<file path="src/rtl/hazard_pkg.sv">
// ---------------------------------------------------------------------------
// hazard_pkg: slot record, constants and select-width helper. Rev 1.0
// ---------------------------------------------------------------------------
`default_nettype none

package hazard_pkg;

  // Widest register index the slot record can carry; narrower indices are zero-extended.
  localparam int REG_W_MAX   = 8;
  localparam int FWD_REGFILE = 0;

  typedef struct packed {
    logic                 valid;
    logic [REG_W_MAX-1:0] dst;
    logic                 reg_write;
    logic                 mem_read;
  } slot_t;

  function automatic int sel_width(input int num_stages);
    return $clog2(num_stages + 1);
  endfunction

endpackage

`default_nettype wire

</file>
<file path="src/rtl/hazard_src_match.sv">
// ---------------------------------------------------------------------------
// hazard_src_match: one source operand vs all in-flight slots -> {select, load hazard}. Rev 1.0
// ---------------------------------------------------------------------------
`default_nettype none

module hazard_src_match
  import hazard_pkg::*;
#(
  parameter int REG_W      = 5,
  parameter int NUM_STAGES = 3,
  parameter int LOAD_READY = 3,
  parameter int SEL_W      = 2
) (
  input  slot_t [NUM_STAGES-1:0] slots_i,
  input  logic  [REG_W-1:0]      src_i,
  input  logic                   used_i,
  input  logic                   id_valid_i,
  output logic  [SEL_W-1:0]      sel_o,
  output logic                   load_hazard_o
);

  // Walk oldest to youngest so the youngest matching producer has the final say.
  always_comb begin
    sel_o         = SEL_W'(FWD_REGFILE);
    load_hazard_o = 1'b0;
    for (int k = NUM_STAGES; k >= 1; k--) begin
      if (id_valid_i && used_i && slots_i[k-1].valid && slots_i[k-1].reg_write &&
          (slots_i[k-1].dst != '0) && (slots_i[k-1].dst == REG_W_MAX'(src_i))) begin
        sel_o         = (k + 1 > NUM_STAGES) ? SEL_W'(FWD_REGFILE) : SEL_W'(k + 1);
        load_hazard_o = slots_i[k-1].mem_read && (k + 1 < LOAD_READY);
      end
    end
  end

endmodule

`default_nettype wire

</file>
<file path="src/rtl/hazard_fwd_ctrl.sv">
// ---------------------------------------------------------------------------
// hazard_fwd_ctrl: forwarding select + load-use interlock; HAZARD_FWD_STATS_EN adds counters. Rev 1.0
// ---------------------------------------------------------------------------
`default_nettype none

module hazard_fwd_ctrl
  import hazard_pkg::*;
#(
  parameter int REG_W      = 5,
  parameter int NUM_SRC    = 2,
  parameter int NUM_STAGES = 3,
  parameter int LOAD_READY = 3,
  parameter int SEL_W      = sel_width(NUM_STAGES)
) (
  input  logic                       clk_i,
  input  logic                       rst_i,
  input  logic                       id_valid_i,
  input  logic [NUM_SRC*REG_W-1:0]   id_src_i,
  input  logic [NUM_SRC-1:0]         id_src_used_i,
  input  logic [REG_W-1:0]           id_dst_i,
  input  logic                       id_reg_write_i,
  input  logic                       id_mem_read_i,
  input  logic                       flush_i,
  input  logic                       freeze_i,
  output logic                       stall_o,
  output logic [NUM_SRC*SEL_W-1:0]   ex_fwd_sel_o
`ifdef HAZARD_FWD_STATS_EN
  ,
  output logic [31:0]                stat_stall_o,
  output logic [31:0]                stat_fwd_o,
  output logic [31:0]                stat_flush_o
`endif
);

  // Index 0 is slot 1 (EX); index NUM_STAGES-1 is the oldest tracked slot.
  slot_t [NUM_STAGES-1:0]     slots_q, slots_d;
  slot_t                      new_slot;
  logic [NUM_SRC*SEL_W-1:0]   sel_q, sel_d, dec_sel;
  logic [NUM_SRC-1:0]         load_haz;
  logic                       hazard;
  logic                       bubble;

  generate
    for (genvar s = 0; s < NUM_SRC; s++) begin : g_src
      hazard_src_match #(
        .REG_W      (REG_W),
        .NUM_STAGES (NUM_STAGES),
        .LOAD_READY (LOAD_READY),
        .SEL_W      (SEL_W)
      ) u_match (
        .slots_i       (slots_q),
        .src_i         (id_src_i[s*REG_W +: REG_W]),
        .used_i        (id_src_used_i[s]),
        .id_valid_i    (id_valid_i),
        .sel_o         (dec_sel[s*SEL_W +: SEL_W]),
        .load_hazard_o (load_haz[s])
      );
    end
  endgenerate

  assign hazard  = |load_haz;
  assign bubble  = flush_i | hazard;
  // A flushed instruction is dead and a frozen pipe cannot move, so neither may stall.
  assign stall_o = hazard & ~flush_i & ~freeze_i;

  always_comb begin
    new_slot = '0;
    if (!bubble) begin
      new_slot.valid     = id_valid_i;
      new_slot.dst       = REG_W_MAX'(id_dst_i);
      new_slot.reg_write = id_reg_write_i;
      new_slot.mem_read  = id_mem_read_i;
    end
  end

  always_comb begin
    slots_d = slots_q;
    sel_d   = sel_q;
    if (!freeze_i) begin
      for (int k = NUM_STAGES - 1; k >= 1; k--) begin
        slots_d[k] = slots_q[k-1];
      end
      slots_d[0] = new_slot;
      sel_d      = bubble ? '0 : dec_sel;
    end
  end

  always_ff @(posedge clk_i) begin
    if (rst_i) begin
      slots_q <= '0;
      sel_q   <= '0;
    end else begin
      slots_q <= slots_d;
      sel_q   <= sel_d;
    end
  end

  assign ex_fwd_sel_o = sel_q;

`ifdef HAZARD_FWD_STATS_EN
  logic [31:0] stall_cnt_q, fwd_cnt_q, flush_cnt_q;
  logic [31:0] fwd_inc;

  function automatic logic [31:0] sat_add(input logic [31:0] a, input logic [31:0] b);
    logic [32:0] sum;
    sum = {1'b0, a} + {1'b0, b};
    return sum[32] ? '1 : sum[31:0];
  endfunction

  always_comb begin
    fwd_inc = '0;
    for (int s = 0; s < NUM_SRC; s++) begin
      if (dec_sel[s*SEL_W +: SEL_W] != '0) fwd_inc = fwd_inc + 32'd1;
    end
  end

  always_ff @(posedge clk_i) begin
    if (rst_i) begin
      stall_cnt_q <= '0;
      fwd_cnt_q   <= '0;
      flush_cnt_q <= '0;
    end else if (!freeze_i) begin
      stall_cnt_q <= sat_add(stall_cnt_q, {31'd0, stall_o});
      flush_cnt_q <= sat_add(flush_cnt_q, {31'd0, flush_i});
      if (!bubble) fwd_cnt_q <= sat_add(fwd_cnt_q, fwd_inc);
    end
  end

  assign stat_stall_o = stall_cnt_q;
  assign stat_fwd_o   = fwd_cnt_q;
  assign stat_flush_o = flush_cnt_q;
`endif

endmodule

`default_nettype wire

</file>
<file path="config.mk">
export PLATFORM = sky130hd
export DESIGN_NAME = hazard_fwd_ctrl
export DESIGN_NICKNAME = d
export VERILOG_FILES = /design/src/rtl/hazard_pkg.sv /design/src/rtl/hazard_src_match.sv /design/src/rtl/hazard_fwd_ctrl.sv
export SDC_FILE = /design/constraint.sdc
export NUM_CORES = 1
export LEC_CHECK = 0
export ABC_AREA = 0
export BUFFER_PORTS_ARGS = -buffer_cell sky130_fd_sc_hd__buf_4
export CORE_MARGIN = 1
export CORE_UTILIZATION = 49
export CTS_CLUSTER_DIAMETER = 150
export DETAILED_ROUTE_END_ITERATION = 8
export HOLD_SLACK_MARGIN = 0.08
export PLACE_DENSITY = 0.77
export REMOVE_ABC_BUFFERS = 1
export SLEW_MARGIN = 20
export SYNTH_ARGS = -nofsm -noshare
export SYNTH_HDL_FRONTEND = slang
export SYNTH_SLANG_ARGS = --single-unit
</file>
<file path="constraint.sdc">
create_clock -name clk_i -period 2.55 [get_ports clk_i]
set_clock_uncertainty 0.2 [all_clocks]
set_input_delay 0.1275 -clock clk_i [delete_from_list [all_inputs] [get_ports clk_i]]
set_output_delay 0.1275 -clock clk_i [all_outputs]
set_load 0.01 [all_outputs]
</file>
==> run summary, run 1 <==
outcome - finished, final reports clean
core region area - 1780 µm²
Initial DRC Count - 8
area leader, netlist - dfxtp_1
pre-CTS setup slack - 0.410 ns
Placed Cells - 142
Die Y - 46.3 µm
worst skew pair latency - 0.29 ns
Post-CTS Setup Bufs - 0
Synth Instances - 92
Final Max Slew Viols - 0
CP Class - register to primary output
Worst Setup SP - slots_q[5]
GPL Wtd Cong - 0.886
maximum vdd drop - 0.393 mV
fin cells - 158
Initial DRT Pass Iterations - 4
RSZ-0062 raised after global routing - no
row cnt - 15
WP data required - 2.22 ns
Synth top area share - 39.5%
startpoint types - register
Worst-path clk slew - 0.11 ns
Vias - 888
final core occ - 76.3%
Leak - 0.562 nW
area grow syn2layout - 41.4%
Routed WL per cell - 15.3 µm
Final period util - 92.8%
final worst path period need - 2.37 ns
Die ar. - 2140 µm²
Root Driver - clkbuf_4
final net count - 158
total grt overflow - 0
post-synthesis cell type count - 21
CTS sink count - 19
Power Total - 0.566 mW
initial antenna violation count - 0
Final TNS setup - 0 ns
count of input and output buffers - 28
Crit Path Max Fanout - 5
worst reg2reg startpoint - slots_q[6]
antenna cells - 0
largest cells by area after synthesis - dfxtp_1 (40%), xnor2_1 (15%), a32o_1 (8.3%)
largest net degree at the start of global routing - 13
I/O pin total - 29
max_cap viols - 0
CTS tree - built
Final ANT Viol Nets - 0
layout cell share with drive strength beyond 1 - 28.6%
Max Clk Rate - 0.422 GHz
# fillers - 126
CTS H-Tree Depth - 1
Slew HR - 44.3%
PwrDens - 416 nW/µm²
hpwl dp - 1740 µm
Inserted Clock Buffers - 3
Mapped Area - 962 µm²
CP Capture Type - primary output
Initial Util - 54.0%
min-delay src - id_src_i[7]
Vias/cell - 5.62
Yosys warning count - 0
#FFs+latches synth - 19
Crit path arrival time - 2.04 ns
HP Class - primary input to register
Die Wd - 46.3 µm
drt drc - 0
Avg Cell Area, Syn - 10.5 µm²
vias in the first global route - 832
first-pass GRT wire length - 3820 µm
Seq/Total Area, Yosys - 39.5%
final setup fails - 0
Setup WS post-layout - 0.183 ns
clock tree buffer depth - 2
final wirelength - 2420 µm
Total Routing Usage GR - 25.3%
Final Hold Viols - 0
worst-margin pin slew - 0.833 ns
==> repair_timing <==
item                                   4_1_cts  5_1_grt
hold buffers                                12        0
gates resized for setup                      0        2
setup endpoints to repair                    0        1
endpoints found under the hold margin       17        0
==> cells by family (layout without fill, tap and decap cells) <==
family	count (synthesis)	in the layout	synth area share, %
AOI/OAI and AO/OA	17	17	17.8
xor gates and xnor gates	20	20	18.2
buffers and inverters	4	45	1.56
DFF	19	19	39.5
muxes	7	7	7.28
and+or+nand+nor	25	25	15.6
==> sequential cells by signal, indices dropped and copies added, names as in the netlist <==
signal and flops:
slots_q 15, ex_fwd_sel_o 4
==> worst max-delay path, cell delays in order (launching register included) <==
cell,delay (ns)
dfxtp_1,0.49
xnor2_1,0.16
nand4_1,0.15
nor4_4,0.44
nor2_1,0.07
nor4b_1,0.26
buf_4,0.17
==> synth_stat cells (all sizes together) <==
master,instances
a211oi,2
a22o,2
a32o,10
clkbuf,4
dfxtp,19
mux2i,7
nand2,2
nand2b,2
nand4,4
nor2,8
nor2b,1
nor3,1
nor4,2
nor4b,1
o211ai,2
o21ai,1
or4,4
xnor2,16
xor2,4
==> power by group <==
part	total, mW	internal (mW)	switching (mW)
logic	0.103	0.0612	0.0417
registers	0.315	0.304	0.0107
clock network	0.149	0.0607	0.0878
total	0.566	0.426	0.140
==> placed cells by master, fill, tap and decap left out, drive strengths merged <==
cell type / count
nor4: 2
nor3: 1
nand2: 2
nand4: 4
nor2b: 1
xor2: 4
a22o: 2
nor4b: 1
or4: 4
clkbuf: 4
dfxtp: 19
mux2i: 7
dlygate4sd3: 12
nand2b: 2
xnor2: 16
a211oi: 2
nor2: 8
buf: 29
o211ai: 2
a32o: 10
o21ai: 1
==> metal layers <==
layer,vias up,global-route usage [%],wire (µm)
met5,-,0,0
met4,0,7.06,13
met1,428,35.6,1180
met2,30,40.3,1120
met3,2,2.75,99
li1,428,-,-
==> final cells by class <==
type	instances	area (µm²)	share of cell area [%]
Sequential cell	19	380	28.0
Multi-Input combinational cell	69	584	43.0
Timing Repair Buffer	41	338	24.8
Clock buffer	4	26.3	1.93
Tap cell	25	31.3	2.30
==> worst paths after layout <==
check | slack (ns) | cells after the start | endpoint
min reg2reg | 0.28 | 1 | ex_fwd_sel_o[1]
min | 0.25 | 6 | ex_fwd_sel_o[2]
max reg2reg | 0.42 | 5 | slots_q[0]
max | 0.18 | 6 | stall_o
==> stage by stage <==
stage,area (µm²),hold slack [ns]
floorplan,947,-0.000117
global placement,1200,0.166
detailed placement,1200,0.170
CTS,1340,0.214
global route,1360,0.306
finish,1360,0.251
Note: power is estimated with default switching activity, not from simulation.
==> run 2, diff against run 1 <==
--- a/config.mk
+++ b/config.mk
@@ -13,2 +13,3 @@
 export DETAILED_ROUTE_END_ITERATION = 8
+export GPL_ROUTABILITY_DRIVEN = 1
 export HOLD_SLACK_MARGIN = 0.08
@@ -20 +21,2 @@
 export SYNTH_SLANG_ARGS = --single-unit
+export TNS_END_PERCENT = 5
--- a/constraint.sdc
+++ b/constraint.sdc
@@ -4,2 +4,2 @@
 set_output_delay 0.1275 -clock clk_i [all_outputs]
-set_load 0.01 [all_outputs]
+set_load 0.1 [all_outputs]
==> run 2 against run 1 <==
- critical path depth did not move
- final area grew 4.3%
- sequential share of layout area is 0.37 points lower
- largest cell class unchanged
- highest routed layer unchanged
==> run summary, run 2 (synthesis gave the netlist of run 1 again) <==
outcome - finished, final reports clean
count of input and output buffers - 28 (unchanged)
drt drc - 0 (unchanged)
Final Max Slew Viols - 0 (unchanged)
RSZ-0062 raised after global routing - yes
combinational share of power - 19.3% (+1.1 points)
grt peak-use layer - met2
final net count - 159 (+0.63%)
Inserted Clock Buffers - 3 (unchanged)
CP Buf/Inv Count - 1 (unchanged)
max reg flops - 15 (unchanged)
row cnt - 15 (unchanged)
Root Driver - clkbuf_4
Most flops, register - slots_q
Placed Cells - 142 (unchanged)
met3 Resource Use GR - 2.75% (unchanged)
maximum vdd drop - 0.389 mV (-0.93%)
Crit Path Max Fanout - 5 (unchanged)
first-pass GRT wire length - 3880 µm (+1.6%)
Leak - 0.591 nW (+5.0%)
GPL Wtd Cong - 0.886 (unchanged)
Worst-path clk slew - 0.11 ns (about the same)
worst skew pair latency - 0.29 ns (about the same)
CP Cell Sequence - xnor2_1, nand4_1, nor4_4, nor2_1, nor4b_2, buf_6
largest net degree at the start of global routing - 13 (unchanged)
CTS sink count - 19 (unchanged)
most common cell after layout, fill and taps aside - buf_4
grt met1 use - 36.6% (+0.96 points)
Routed WL per cell - 16.3 µm (+6.4%)
CP top delay family - simple AND/OR/NAND/NOR gates
Max Clk Rate - 0.402 GHz (-4.8%)
fin cells - 159 (+0.63%)
Crit path arrival time - 2.16 ns (+0.12 ns)
final worst path period need - 2.49 ns (+0.120 ns)
total grt overflow - 0 (unchanged)
part of the power in the clock network - 25.7% (-0.5 points)
vias in the first global route - 841 (+1.1%)
max_cap viols - 0 (unchanged)
CP Capture Type - primary output
core region area - 1780 µm² (unchanged)
Critical Path Max Stage Delay - 0.45 ns (-0.04 ns)
CP Class - register to primary output
# fillers - 110 (-13%)
NetSw - 0.142 mW (+1.6%)
WP data required - 2.22 ns (about the same)
Initial DRC Count - 14 (+6)
Initial Util - 54.0% (unchanged)
CTS tree - built
Final Hold Viols - 0 (unchanged)
final core occ - 79.6% (+3.3 points)
area grow syn2layout - 47.5%
Power Total - 0.572 mW (+0.98%)
layout cell share with drive strength beyond 1 - 36.6% (+8.0 points)
Sw Ratio - 24.9% (+0.14 points)
CTS H-Tree Depth - 1 (unchanged)
Slew HR - 43.7% (-0.60 points)
startpoint types - register
PwrDens - 403 nW/µm² (-3.2%)
hpwl dp - 1740 µm (unchanged)
clock tree buffer depth - 2 (unchanged)
Final period util - 97.6% (+4.7 points)
Internal - 0.429 mW (+0.79%)
global-route met2 utilization - 40.3% (unchanged)
Die Wd - 46.3 µm (unchanged)
Setup WS post-layout - 0.0621 ns (-0.120 ns)
HP Class - primary input to register
I/O pin total - 29 (unchanged)
initial antenna violation count - 0 (unchanged)
Slowest-stage cell, CP - nor4_4
Die ar. - 2140 µm² (unchanged)
Die Y - 46.3 µm (unchanged)
antenna cells - 0 (unchanged)
Vias - 936 (+5.4%)
Final ANT Viol Nets - 0 (unchanged)
worst-margin pin slew - 0.842 ns (+0.00898 ns)
pre-CTS setup slack - 0.238 ns (-0.172 ns)
final wirelength - 2590 µm (+7.1%)
final setup fails - 0 (unchanged)
Initial DRT Pass Iterations - 4 (unchanged)
commonest cells after routing, fill and taps aside - buf_4 (29), dfxtp_1 (14), xnor2_1 (12), dlygate4sd3_1 (12)
Total Routing Usage GR - 25.6% (+0.32 points)
Vias/cell - 5.89 (+4.7%)
Seq pwr share - 55.0% (-0.6 points)
-- run 2: final timing paths --
| kind | from | cells past startpoint | slack [ns] | to |
|---|---|---|---|---|
| max | slots_q[6] | 6 | 0.06 | stall_o |
| min | id_src_i[7] | 6 | 0.26 | ex_fwd_sel_o[2] |
| max reg2reg | slots_q[6] | 5 | 0.44 | slots_q[0] |
| min reg2reg | ex_fwd_sel_o[1] | 1 | 0.28 | ex_fwd_sel_o[1] |
-- run 2: repair_timing --
item                       4_1_cts  5_1_grt
buffers inserted                 0        1
hold buffers                    12        0
setup endpoints to repair        1        1
hold endpoints to repair        17        0
pin swaps                        1        8
resized for setup                2       13
-- run 2: routing by layer --
metal / share of wire, % / vias to the layer above
met2: 47 / 33
met5: 0 / -
li1: - / 434
met1: 48 / 465
met3: 3.2 / 4
met4: 1.1 / 0
-- run 2: cell type report --
class / instances / area, µm² / share of cell area (%)
clock buffers: 4 / 26.3 / 1.85
multi-input cells: 69 / 621 / 43.7
flip-flops and latches: 19 / 392 / 27.6
well taps: 25 / 31.3 / 2.20
repair buffers: 42 / 349 / 24.6
-- run 2: through the flow --
stage	hold WS [ns]	TNS (ns)	cell area, µm²
5_1_grt	0.306	-0.0765	1420
3_3_place_gp	0.166	0	1200
4_1_cts	0.248	0	1360
2_1_floorplan	-0.000117	-2.12	947
6_report	0.256	0	1420
3_5_place_dp	0.170	0	1200
-- run 2: power groups by stage --
stage               sequential (mW)  combinational [mW]  clock [mW]
CTS                           0.314               0.101       0.154
floorplan                     0.318              0.0395           0
finish                        0.315               0.110       0.147
global route                  0.315               0.116       0.162
global placement              0.321              0.0827           0
detailed placement            0.321              0.0846           0
-- run 2: worst register-to-register path: stages, from the launching register on --
cell      delay (ns)
dfxtp_4         0.38
or4_1           0.54
o211ai_2        0.29
nor4_4          0.10
o21ai_4         0.31
a32o_1          0.22
==> run 3, diff against run 2 <==
- CORE_MARGIN: 1 -> 2
==> run 3 against run 2 <==
- clock power rose by 3%
- critical endpoint unchanged
- sequential power barely moved
- setup slack improved by 0.049 ns
- non-clock buffer count did not move
- die area rose by 8.8%
- highest routed layer unchanged
- first-iteration DRC count rose by 79%
- total power fell by 0.79%
==> run summary, run 3 (synthesis gave the netlist of run 1 again) <==
count of input and output buffers - 28 (unchanged)
WP data required - 2.22 ns (about the same)
Routed WL per cell - 15.0 µm (-7.7%)
HP Class - primary input to register
Vias/cell - 5.55 (-5.8%)
clock tree buffer depth - 2 (unchanged)
initial antenna violation count - 0 (unchanged)
Initial DRC Count - 25 (+11)
Max Clk Rate - 0.410 GHz (+2.0%)
CTS H-Tree Depth - 1 (unchanged)
worst skew pair latency - 0.30 ns (about the same)
maximum vdd drop - 0.340 mV (-13%)
final wirelength - 2420 µm (-6.5%)
CP top delay family - simple AND/OR/NAND/NOR gates
Final ANT Viol Nets - 0 (unchanged)
Die Y - 48.3 µm (+4.3%)
largest net degree at the start of global routing - 13 (unchanged)
Die ar. - 2330 µm² (+8.8%)
worst-margin pin slew - 0.820 ns (-0.0216 ns)
hpwl dp - 1760 µm (+1.1%)
area post-placement - 1200 µm² (+0.21%)
area grow syn2layout - 43.0%
Die Wd - 48.3 µm (+4.3%)
Initial DRT Pass Iterations - 4 (unchanged)
layout cell share with drive strength beyond 1 - 32.8% (-3.7 points)
Placed Cells - 144 (+1.4%)
CTS tree - built
vias in the first global route - 818 (-2.7%)
Crit path arrival time - 2.11 ns (-0.05 ns)
Critical Path Max Stage Delay - 0.45 ns (about the same)
Total Routing Usage GR - 20.7% (-4.9 points)
Reg2Reg Depth - 6 (+1)
final net count - 159 (unchanged)
CP Capture Type - primary output
Post-Layout Inst Area - 1380 µm² (-3.0%)
final worst path period need - 2.44 ns (-0.0486 ns)
antenna cells - 0 (unchanged)
Crit Path Max Fanout - 5 (unchanged)
worst hold slack - 0.241 ns (-0.0150 ns)
CP Class - register to primary output
Worst-path clk slew - 0.10 ns (about the same)
PwrDens - 412 nW/µm² (+2.3%)
most common cell after layout, fill and taps aside - buf_4
GPL Wtd Cong - 0.944 (+6.6%)
I/O pin total - 29 (unchanged)
min-delay src - id_src_i[1]
final setup fails - 0 (unchanged)
fin cells - 161 (+1.3%)
Final Hold Viols - 0 (unchanged)
max_cap viols - 0 (unchanged)
total grt overflow - 0 (unchanged)
Leak - 0.570 nW (-3.5%)
Slew HR - 45.2% (+1.4 points)
drt drc - 0 (unchanged)
CP Buf/Inv Count - 1 (unchanged)
max reg flops - 15 (unchanged)
core region area - 1900 µm² (+6.7%)
Final Max Slew Viols - 0 (unchanged)
commonest cells after routing, fill and taps aside - buf_4 (30), xnor2_1 (16), dfxtp_1 (14), dlygate4sd3_1 (12)
Inserted Clock Buffers - 3 (unchanged)
Slowest-stage cell, CP - nor4_4
Vias - 893 (-4.6%)
Final TNS setup - 0 ns (unchanged)
outcome - finished, final reports clean
Most flops, register - slots_q
worst reg2reg startpoint - slots_q[6]
Worst R2R Setup Slack - 0.33 ns (-0.11 ns)
startpoint types - register
CP Cell Sequence - xnor2_1, nand4_1, nor4_4, nor2_1, nor4b_1, buf_4
Hold Path End - ex_fwd_sel_o[0]
Root Driver - clkbuf_4
Initial Util - 50.6% (-3.4 points)
Final period util - 95.7% (-1.9 points)
CTS sink count - 19 (unchanged)
worst reg2reg endpoint - slots_q[5]
row cnt - 16 (+1)
critical path depth - 6 (unchanged)
Power Total - 0.567 mW (-0.79%)
hold path depth - 5 (-1)
first-pass GRT wire length - 3780 µm (-2.5%)
-- run 3: cell counts in the layout (fill, tap and decap cells not counted) --
No cell type changed its count.
-- run 3: worst min-delay path, stage by stage --
cell and delay (ns):
buf_4 0.10, xor2_1 0.12, or4_1 0.14, a211oi_1 0.05, a22o_1 0.17
-- run 3: power breakdown --
part           internal [mW]  total (mW)  switching [mW]
clock network         0.0610       0.151          0.0898
logic                 0.0612       0.101          0.0398
registers              0.305       0.315          0.0109
total                  0.427       0.567           0.140
-- run 3: final cells by class --
class | count | area, µm²
Fill cell | 136 | 526
Tap cell | 27 | 33.8
Timing Repair Buffer | 42 | 345
Sequential cell | 19 | 387
Clock buffer | 4 | 26.3
Multi-Input combinational cell | 69 | 584
-- run 3: worst max path at each step --
| stage | startpoint | slack, ns | to |
|---|---|---|---|
| after global placement | slots_q[5] | 0.24 | stall_o |
| after detailed placement | slots_q[5] | 0.22 | stall_o |
| after CTS | slots_q[2] | 0.02 | stall_o |
| after floorplan | slots_q[5] | -2.12 | stall_o |
| after global routing | slots_q[2] | -0.009 | stall_o |
| final | slots_q[6] | 0.11 | stall_o |
-- run 3: what timing repair did --
item / 4_1_cts / 5_1_grt
buffers inserted: 0 / 1
hold buffers: 12 / 0
endpoints found under the hold margin: 17 / 0
endpoints found under the setup margin: 1 / 1
pin swaps: 1 / 2
resized for setup: 2 / 5
-- run 3: layer usage --
layer	vias up	wire, µm	track usage [%]	share of wire, %
met4	0	46	8.10	1.9
met1	430	1140	27.8	47
met5	-	0	0	0
met3	6	103	5.56	4.3
met2	25	1130	31.9	47
li1	432	-	-	-
-- run 3: stage by stage --
stage                     utilization (%)  worst slack [ns]
final                                72.4             0.111
after global routing                 72.4          -0.00868
after CTS                            71.6            0.0181
after detailed placement             63.0             0.222
after global placement               63.0             0.244
after floorplan                         -             -2.12
